===== src/rtl/if_prefetch_buf_pkg.sv =====
`default_nettype none
// ============================================================================
//  Module      : if_prefetch_buf_pkg
//  Description : Shared constants, entry type and PC helper for the
//                instruction-fetch prefetch buffer.
//  Revision    : 1.0 - initial release
// ============================================================================
package if_prefetch_buf_pkg;

   localparam int          INST_W           = 32;
   localparam int          PC_W             = 32;
   localparam int          ENTRY_W          = INST_W + PC_W;
   localparam logic [31:0] INST_NOP         = 32'h0000_0013;
   localparam logic [31:0] RESET_PC_DEFAULT = 32'h0000_0000;

   // One buffered fetch: the address it came from and the word read there.
   typedef struct packed {
      logic [PC_W-1:0]   pc;
      logic [INST_W-1:0] inst;
   } fetch_entry_t;

   // Instructions are word aligned; the low two address bits are dropped.
   function automatic logic [PC_W-1:0] align_pc(input logic [PC_W-1:0] pc);
      return {pc[PC_W-1:2], 2'b00};
   endfunction

endpackage
`default_nettype wire


===== src/rtl/if_prefetch_buf_sync_fifo.sv =====
`default_nettype none
// ============================================================================
//  Module      : if_prefetch_buf_sync_fifo
//  Description : Single-clock FIFO with registered storage, synchronous flush
//                and an explicit occupancy counter.
//  Revision    : 1.0 - initial release
// ============================================================================
module if_prefetch_buf_sync_fifo #(
   parameter int WIDTH = 64,
   parameter int DEPTH = 4
) (
   input  logic                     clk,
   input  logic                     rst,
   input  logic                     i_flush,
   input  logic                     i_push,
   input  logic                     i_pop,
   input  logic [WIDTH-1:0]         i_wdata,
   output logic [WIDTH-1:0]         o_rdata,
   output logic [$clog2(DEPTH):0]   o_count
);

   localparam int PTR_W = $clog2(DEPTH);
   localparam int CNT_W = PTR_W + 1;

   logic [WIDTH-1:0] r_mem [DEPTH];
   logic [PTR_W-1:0] r_wr_ptr;
   logic [PTR_W-1:0] r_rd_ptr;
   logic [CNT_W-1:0] r_count;

   logic             w_do_push;
   logic             w_do_pop;

   // Guard against overflow/underflow; flush overrides any transfer.
   always_comb begin
      w_do_push = i_push & ~i_flush & (r_count != CNT_W'(DEPTH));
      w_do_pop  = i_pop  & ~i_flush & (r_count != '0);
   end

   // Storage array: data only, no reset needed since count gates visibility.
   always_ff @(posedge clk) begin
      if (w_do_push) begin
         r_mem[r_wr_ptr] <= i_wdata;
      end
   end

   // Pointers wrap naturally; occupancy comes from the counter alone.
   always_ff @(posedge clk or posedge rst) begin
      if (rst) begin
         r_wr_ptr <= '0;
         r_rd_ptr <= '0;
         r_count  <= '0;
      end else if (i_flush) begin
         r_wr_ptr <= '0;
         r_rd_ptr <= '0;
         r_count  <= '0;
      end else begin
         if (w_do_push) begin
            r_wr_ptr <= r_wr_ptr + PTR_W'(1);
         end
         if (w_do_pop) begin
            r_rd_ptr <= r_rd_ptr + PTR_W'(1);
         end
         case ({w_do_push, w_do_pop})
            2'b10:   r_count <= r_count + CNT_W'(1);
            2'b01:   r_count <= r_count - CNT_W'(1);
            default: r_count <= r_count;
         endcase
      end
   end

   assign o_rdata = r_mem[r_rd_ptr];
   assign o_count = r_count;

endmodule
`default_nettype wire


===== src/rtl/if_prefetch_buf.sv =====
`default_nettype none
// ============================================================================
//  Module      : if_prefetch_buf
//  Description : Instruction-fetch prefetch buffer. Owns the fetch PC, reads
//                the combinational instruction ROM and queues {pc, inst}
//                pairs for decode. A redirect flushes and restarts fetch.
//  Revision    : 1.0 - initial release
// ============================================================================
module if_prefetch_buf
   import if_prefetch_buf_pkg::*;
#(
   parameter int          DEPTH    = 4,
   parameter logic [31:0] RESET_PC = RESET_PC_DEFAULT
) (
   input  logic                     clk,
   input  logic                     rst,
   input  logic                     redirect_i,
   input  logic [31:0]              redirect_pc_i,
   output logic                     rom_ce_o,
   output logic [31:0]              rom_addr_o,
   input  logic [31:0]              rom_data_i,
   output logic                     id_valid_o,
   input  logic                     id_ready_i,
   output logic [31:0]              id_inst_o,
   output logic [31:0]              id_pc_o,
   output logic [$clog2(DEPTH):0]   count_o
);

   localparam int CNT_W = $clog2(DEPTH) + 1;

   logic [PC_W-1:0]  r_fetch_pc;
   logic [CNT_W-1:0] w_count;
   logic             w_not_full;
   logic             w_nonempty;
   logic             w_push;
   logic             w_pop;
   fetch_entry_t     w_wr_entry;
   fetch_entry_t     w_rd_entry;
   logic [ENTRY_W-1:0] w_rd_raw;

   // Fetch enable and handshake qualification. Fetch never looks at
   // id_ready_i, so there is no ready-to-ROM combinational path; a pop in a
   // full cycle does not open a slot for a same-cycle push.
   always_comb begin
      w_not_full = (w_count < CNT_W'(DEPTH));
      w_nonempty = (w_count != '0);
      rom_ce_o   = ~rst & ~redirect_i & w_not_full;
      id_valid_o = w_nonempty & ~redirect_i;
      w_push     = rom_ce_o;
      w_pop      = id_valid_o & id_ready_i;
      w_wr_entry = '{pc: r_fetch_pc, inst: rom_data_i};
      w_rd_entry = fetch_entry_t'(w_rd_raw);
   end

   // Fetch PC: redirect has priority; otherwise advance by one word per push,
   // wrapping modulo 2^32.
   always_ff @(posedge clk or posedge rst) begin
      if (rst) begin
         r_fetch_pc <= RESET_PC;
      end else if (redirect_i) begin
         r_fetch_pc <= align_pc(redirect_pc_i);
      end else if (w_push) begin
         r_fetch_pc <= r_fetch_pc + 32'd4;
      end
   end

   if_prefetch_buf_sync_fifo #(
      .WIDTH (ENTRY_W),
      .DEPTH (DEPTH)
   ) u_fifo (
      .clk     (clk),
      .rst     (rst),
      .i_flush (redirect_i),
      .i_push  (w_push),
      .i_pop   (w_pop),
      .i_wdata (w_wr_entry),
      .o_rdata (w_rd_raw),
      .o_count (w_count)
   );

   // Head presentation: NOP / zero PC whenever the buffer holds nothing.
   always_comb begin
      rom_addr_o = r_fetch_pc;
      count_o    = w_count;
      id_inst_o  = w_nonempty ? w_rd_entry.inst : INST_NOP;
      id_pc_o    = w_nonempty ? w_rd_entry.pc   : 32'h0;
   end

endmodule
`default_nettype wire

===== config.mk =====
export PLATFORM = sky130hd
export DESIGN_NAME = if_prefetch_buf
export DESIGN_NICKNAME = d
export VERILOG_FILES = /design/src/rtl/if_prefetch_buf_pkg.sv /design/src/rtl/if_prefetch_buf_sync_fifo.sv /design/src/rtl/if_prefetch_buf.sv
export SDC_FILE = /design/constraint.sdc
export NUM_CORES = 1
export LEC_CHECK = 0
export CAP_MARGIN = 20
export CORE_MARGIN = 1
export CORE_UTILIZATION = 38
export DETAILED_ROUTE_END_ITERATION = 12
export HOLD_SLACK_MARGIN = 0.02
export SYNTH_ARGS = -nofsm -noshare
export SYNTH_HDL_FRONTEND = slang
export SYNTH_SLANG_ARGS = --single-unit

===== constraint.sdc =====
create_clock -name clk -period 3 [get_ports clk]
set_input_delay 0.75 -clock clk [delete_from_list [all_inputs] [get_ports clk]]
set_output_delay 0.75 -clock clk [all_outputs]
set_load 0.02 [all_outputs]

==> results of run 1 <==
==> cells in the final DEF (no fill, tap or decap), drive strengths merged, types with 2 or more instances in the layout <==
cell | netlist | routed
edfxtp | 248 | 248
clkdlybuf4s50 | 0 | 98
buf | 16 | 93
mux4 | 62 | 62
nor2b | 60 | 60
clkbuf | 24 | 42
dfrtp | 37 | 37
nand2 | 32 | 32
nor2 | 20 | 20
o21ai | 20 | 20
clkdlybuf4s15 | 0 | 14
or4 | 13 | 13
nand4 | 13 | 13
clkinv | 1 | 13
nand3 | 12 | 12
xnor2 | 12 | 12
a31oi | 10 | 10
o31ai | 8 | 8
dlygate4sd2 | 0 | 7
bufinv | 0 | 6
inv | 5 | 5
or3 | 5 | 5
and4 | 5 | 5
xor2 | 5 | 5
ha | 5 | 5
nor3 | 5 | 5
and2 | 5 | 5
o211ai | 4 | 4
conb | 1 | 4
or2 | 4 | 4
a221oi | 2 | 2
a21oi | 2 | 2
nor4 | 2 | 2
==> state kept, by name (all words and copies together), names as in the netlist <==
| name | count |
|---|---|
| rom_addr_o | 30 |
| u_fifo.o_count | 3 |
| u_fifo.r_mem | 248 |
| u_fifo.r_wr_ptr | 2 |
| u_fifo.r_rd_ptr | 2 |
==> cell type report <==
cell class                 instances  share of cell area (%)
multi-input combinational        322                    20.1
tap                              390                    3.24
sequential                       285                    55.6
clock buffer                      35                    5.03
clock inverter                    18                    1.59
timing repair buffer             219                    14.3
inverter                           6                   0.150
==> what timing repair did <==
action                                  in CTS  in global routing
endpoints found under the setup margin      63                 44
hold endpoints to repair                     0                  0
buffers inserted                            13                  1
gates cloned                                 1                  2
gates resized for setup                    191                 36
==> final timing paths <==
kind                                     from                  to  cells past startpoint
max in group asynchronous                 rst  u_fifo.r_wr_ptr[1]                      3
min in group asynchronous                 rst   u_fifo.o_count[2]                      3
min reg2reg                u_fifo.r_wr_ptr[1]  u_fifo.r_wr_ptr[1]                      2
max reg2reg                     rom_addr_o[4]      rom_addr_o[27]                      4
min                        u_fifo.r_wr_ptr[1]  u_fifo.r_wr_ptr[1]                      2
max                        u_fifo.r_rd_ptr[0]         id_pc_o[15]                      6
==> where the power goes <==
group          internal, mW  leakage, nW  switching [mW]
Combinational          1.95         1.90            2.09
Sequential             4.62         2.69           0.189
Clock                  2.31        0.493            1.42
==> Yosys cell counts (all sizes together) (2+ instances only) <==
library cell	instances
a21oi	2
a221oi	2
a31oi	10
and2	5
and4	5
buf	16
clkbuf	24
dfrtp	37
edfxtp	248
ha	5
inv	5
mux4	62
nand2	32
nand3	12
nand4	13
nor2	20
nor2b	60
nor3	5
nor4	2
o211ai	4
o21ai	20
o31ai	8
or2	4
or3	5
or4	13
xnor2	12
xor2	5
==> per-layer routing <==
layer	GRT usage (%)	share of wire, %	vias up
li1	-	-	3003
met1	23.3	44	3317
met2	26.6	48	218
met3	3.10	6.7	29
met4	3.34	1.2	0
met5	0	0	-
==> worst reg2reg max path, delay by kind of cell, from the launching register on <==
family	cells	cell delay, ps
compound gates	1	180
flops	1	550
simple gates	3	1540
==> cells by family after synthesis <==
group                    count (synthesis)  synth area share, %
AO/OA/AOI/OAI                           52                 2.89
XOR/XNOR                                17                 1.29
adder cells (fa/ha/maj)                  6                0.713
buffers and inverters                   46                 1.84
flip-flops                             285                 72.3
multiplexers                            63                 12.2
other                                    1               0.0324
AND/OR/NAND/NOR                        180                 8.76
==> per-stage QoR <==
| step | instances | hold WS [ps] | utilization [%] | setup TNS, ps |
|---|---|---|---|---|
| 3_3_place_gp | 1205 | 567 | 47.1 | 0 |
| 2_1_floorplan | 653 | 543 | - | 0 |
| 4_1_cts | 1272 | 592 | 50.9 | -142 |
| 5_1_grt | 1275 | 630 | 50.6 | -77.4 |
| 3_5_place_dp | 1205 | 584 | 47.1 | 0 |
| 6_report | 1275 | 590 | 50.6 | 0 |
==> out/summary.txt, run 1 <==
final instance area -> 0.0151 mm²
Post-CTS Hold Buffers -> 0
Syn Area/Cell -> 17.8 µm²
drt via density -> 5.15
Worst Setup Slack, final -> 65.2 ps
Crit path largest cell delay -> 520 ps
pre-CTS setup slack -> 108 ps
asr flop ratio synth -> 13.0%
peak supply drop -> 0.411 mV
Clock Path Buffers -> 3
count of cell types in the netlist -> 46
vias in the first global route -> 6708
Die Ht -> 177 µm
Max-Cap Viols -> 0
Crit. End Element -> output pin
fillers -> 2525
delay-heaviest family, CP -> buffers and inverters
Root Driver -> clkbuf_16
period utilisation layout -> 97.8%
GRT Util Overall -> 16.5%
final setup fails -> 0
diode count -> 0
Synth Cell Area -> 0.0116 mm²
Bufs and invs on worst path -> 4
largest net degree at the start of global routing -> 37
CTS tree -> built
die width -> 177 µm
Die Area -> 0.0312 mm²
area of the multi-input gates -> 0.00302 mm²
antenna viol nets, final -> 0
antenna violations before repair -> 0
critical path's slowest cell -> dfrtp_4
max-slew violations -> 0
crit path DAT -> 2180 ps
drt wl/cell -> 20.1 µm
critical path data required time -> 2250 ps
Port-buffer cells -> 162
cell count after synthesis -> 650
Syn. warnings -> 0
cts bufs inserted -> 29
nets -> 937
Synth-to-Final Area Change -> 30.1%
outcome -> finished clean
CP cell instances -> buf_6, buf_12, buf_4, mux4_2, nor2b_1, buf_4
Startpoint Class -> flop
kind of critical path -> reg2out
f_max -> 0.341 GHz
share of post-route cells with drive strength above 1 -> 26.3%
DR iter-0 viols -> 384
Synth area leaders -> edfxtp_1 (64%), mux4_2 (12%), dfrtp_1 (8.0%)
starting density of the core -> 38.8%
Reg area -> 0.00838 mm²
Final Hold Viols -> 0
Core ar. -> 0.0298 mm²
Synth Flop Type -> edfxtp_1
Final Skew -> 7.39 ps
DR DRC count -> 0
R2R setup slack -> 660 ps
H-tree levels -> 1
Min-Delay Path Class -> reg2reg
largest area contributor in the netlist -> edfxtp_1
Most Frequent Cell on Critical Path -> buf_4
CTS sink cnt -> 285
number of flops mapped to enable cells by yosys -> 248
register bit count reported by yosys -> 285
Final Wtd Congestion -> 0.784
first-pass GRT wire length -> 39000 µm
I/O pins -> 169
RSZ-0062 raised after global routing -> true
Routed WL -> 25600 µm
Seq/Total Area, Yosys -> 72.3%
latest clock arrival within the worst-skew pair -> 530 ps
Leak -> 5.09 nW
min cycle time layout -> 2930 ps
vias after detailed routing -> 6567
Pre-antenna DRT Iters -> 5
Total Power -> 12.6 mW
dpl cell area -> 0.0140 mm²
HPWL after DPL -> 16000 µm
Worst-path clk slew -> 60 ps
Overflow after GRT -> 0
Power Density -> 835 mW/mm²
share of the synthesized area in the top cell type -> 64.3%
Rows -> 63
Crit Path Max Fanout -> 6
No activity file was read; power rests on OpenSTA's default activity.
==> run 2: changes to the inputs <==
- CTS_CLUSTER_DIAMETER: unset -> 150
==> results of run 2 <==
Final layout, timing and power as in run 1 (identical DEF).
==> run 3: changes to the inputs <==
- CORE_UTILIZATION: 38 -> 54
- PLACE_DENSITY: unset -> 0.79
==> run 3 against run 2 <==
Effect of this change:
- design area fell by 2.9%
- sequential power grew 0.8%
- fmax shrank 1.5%
- utilization grew 19 points
- register-to-register slack got worse by 150 ps
- clock skew grew 6.9 ps
- critical endpoint is now id_pc_o[24]
- highest routed layer unchanged
==> out/summary.txt, run 3 (synthesis results as in run 1) <==
Port-buffer cells -> 162
drt wl/cell -> 22.0 µm
RR Endpoint -> rom_addr_o[26]
vias in the first global route -> 6983
first-pass GRT wire length -> 38600 µm
Min-Delay Path Class -> reg2reg
GRT Util Overall -> 23.3%
die width -> 148 µm
RR Startpoint -> rom_addr_o[2]
starting density of the core -> 55.1%
f_max -> 0.336 GHz
DR DRC count -> 0
DR iter-0 viols -> 495
hold path cells -> 2
H-tree levels -> 1
Core ar. -> 0.0210 mm²
Final Skew -> 14.2 ps
critical path data required time -> 2250 ps
RSZ-0062 raised after global routing -> true
nets -> 920
Power Density -> 815 mW/mm²
antenna violations before repair -> 0
hold_sp -> u_fifo.r_wr_ptr[1]
Rows -> 53
CTS tree -> built
drt via density -> 5.92
final setup fails -> 0
Crit. End Element -> output pin
Final Wtd Congestion -> 0.857
diode count -> 0
latest clock arrival within the worst-skew pair -> 520 ps
Post-CTS Hold Buffers -> 0
most common cell after layout, fill and taps aside -> edfxtp_1
Die Ht -> 148 µm
largest net degree at the start of global routing -> 53
max FFs per register -> 248
Leak -> 4.98 nW
outcome -> finished clean
peak supply drop -> 0.439 mV
cts bufs inserted -> 26
CTS sink cnt -> 285
Total Power -> 11.9 mW
Die Area -> 0.0220 mm²
Final Hold Viols -> 0
HPWL after DPL -> 15400 µm
fillers -> 1323
kind of critical path -> reg2out
share of post-route cells with drive strength above 1 -> 21.8%
hold path endpoint -> u_fifo.r_wr_ptr[1]
Startpoint Class -> flop
Synth-to-Final Area Change -> 26.4%
commonest non-fill, non-tap cells in the layout -> edfxtp_1 (248), clkdlybuf4s50_1 (99), mux4_2 (62), nor2b_1 (60), dfrtp_1 (35)
period utilisation layout -> 99.3%
Biggest register -> u_fifo.r_mem
fin cells -> 1140
antenna viol nets, final -> 0
Overflow after GRT -> 0
Crit Path Max Fanout -> 6
R2R setup slack -> 510 ps
Placed Cells -> 1078
I/O pins -> 169
Pre-antenna DRT Iters -> 5
vias after detailed routing -> 6754
Root Driver -> clkbuf_16
R2R cell count -> 5
Clock Path Buffers -> 3
Worst-path clk slew -> 60 ps
max-slew violations -> 0
Routed WL -> 25100 µm
Max-Cap Viols -> 0
min cycle time layout -> 2980 ps
crit path DAT -> 2230 ps
-- run 3: changes by cell type in the layout (fill, tap and decap cells not counted), moves of 4 or more --
cell             previous run  this run
dlygate4sd2_1               7        24
clkdlybuf4s15_2            14         6
buf_4                      32        26
buf_12                     18        14
bufinv_16                   6         2
buf_2                      36        23
-- run 3: layout make-up --
type | count | area [µm²] | share of cell area, %
clock buffers | 33 | 698 | 4.77
clock inverters | 14 | 119 | 0.813
inverters | 6 | 22.5 | 0.154
multi-input cells | 322 | 3020 | 20.7
flip-flops and latches | 285 | 8380 | 57.3
well taps | 275 | 344 | 2.35
repair buffers | 205 | 2040 | 14.0
-- run 3: metrics by stage --
step	hold slack, ps	setup TNS (ps)	setup slack [ps]	instance area, µm²	utilization [%]
2_1_floorplan	543	0	96.9	11600	-
3_3_place_gp	554	0	115	13800	65.4
3_5_place_dp	574	0	60.8	13800	65.4
4_1_cts	584	-167	-91.8	14600	69.6
5_1_grt	624	-402	-45.8	14600	69.6
6_report	579	0	20.8	14600	69.6
-- run 3: worst max-delay path: stages (launching register included) --
cell	delay (ps)
dfrtp_4	490
buf_4	160
buf_12	130
mux4_2	530
nor2b_1	150
clkdlybuf4s15_2	250
-- run 3: per-layer routing --
layer	wire (µm)	GRT usage (%)
met1	10100	32.0
met2	12600	39.1
met3	1870	3.25
met4	557	6.91
met5	0	0
-- run 3: where the power goes --
group | switching [mW] | internal (mW)
logic | 2.04 | 1.86
clock network | 1.36 | 1.81
registers | 0.227 | 4.62
-- run 3: worst max-delay path by stage --
stage                                   from            endpoint  slack, ps
after global routing      u_fifo.r_rd_ptr[0]         id_pc_o[12]        -50
after CTS                 u_fifo.r_rd_ptr[0]         id_pc_o[16]        -90
after global placement            redirect_i          id_valid_o        110
after detailed placement                 rst            rom_ce_o         60
final                     u_fifo.r_rd_ptr[0]         id_pc_o[24]         20
after floorplan                   redirect_i  u_fifo.r_mem[1][0]        100
-- run 3: what timing repair did --
item	CTS	global route
endpoints found under the setup margin	62	35
buffers inserted	11	2
endpoints found under the hold margin	0	0
resized for setup	160	17
pin swaps	0	0
gates cloned	2	1
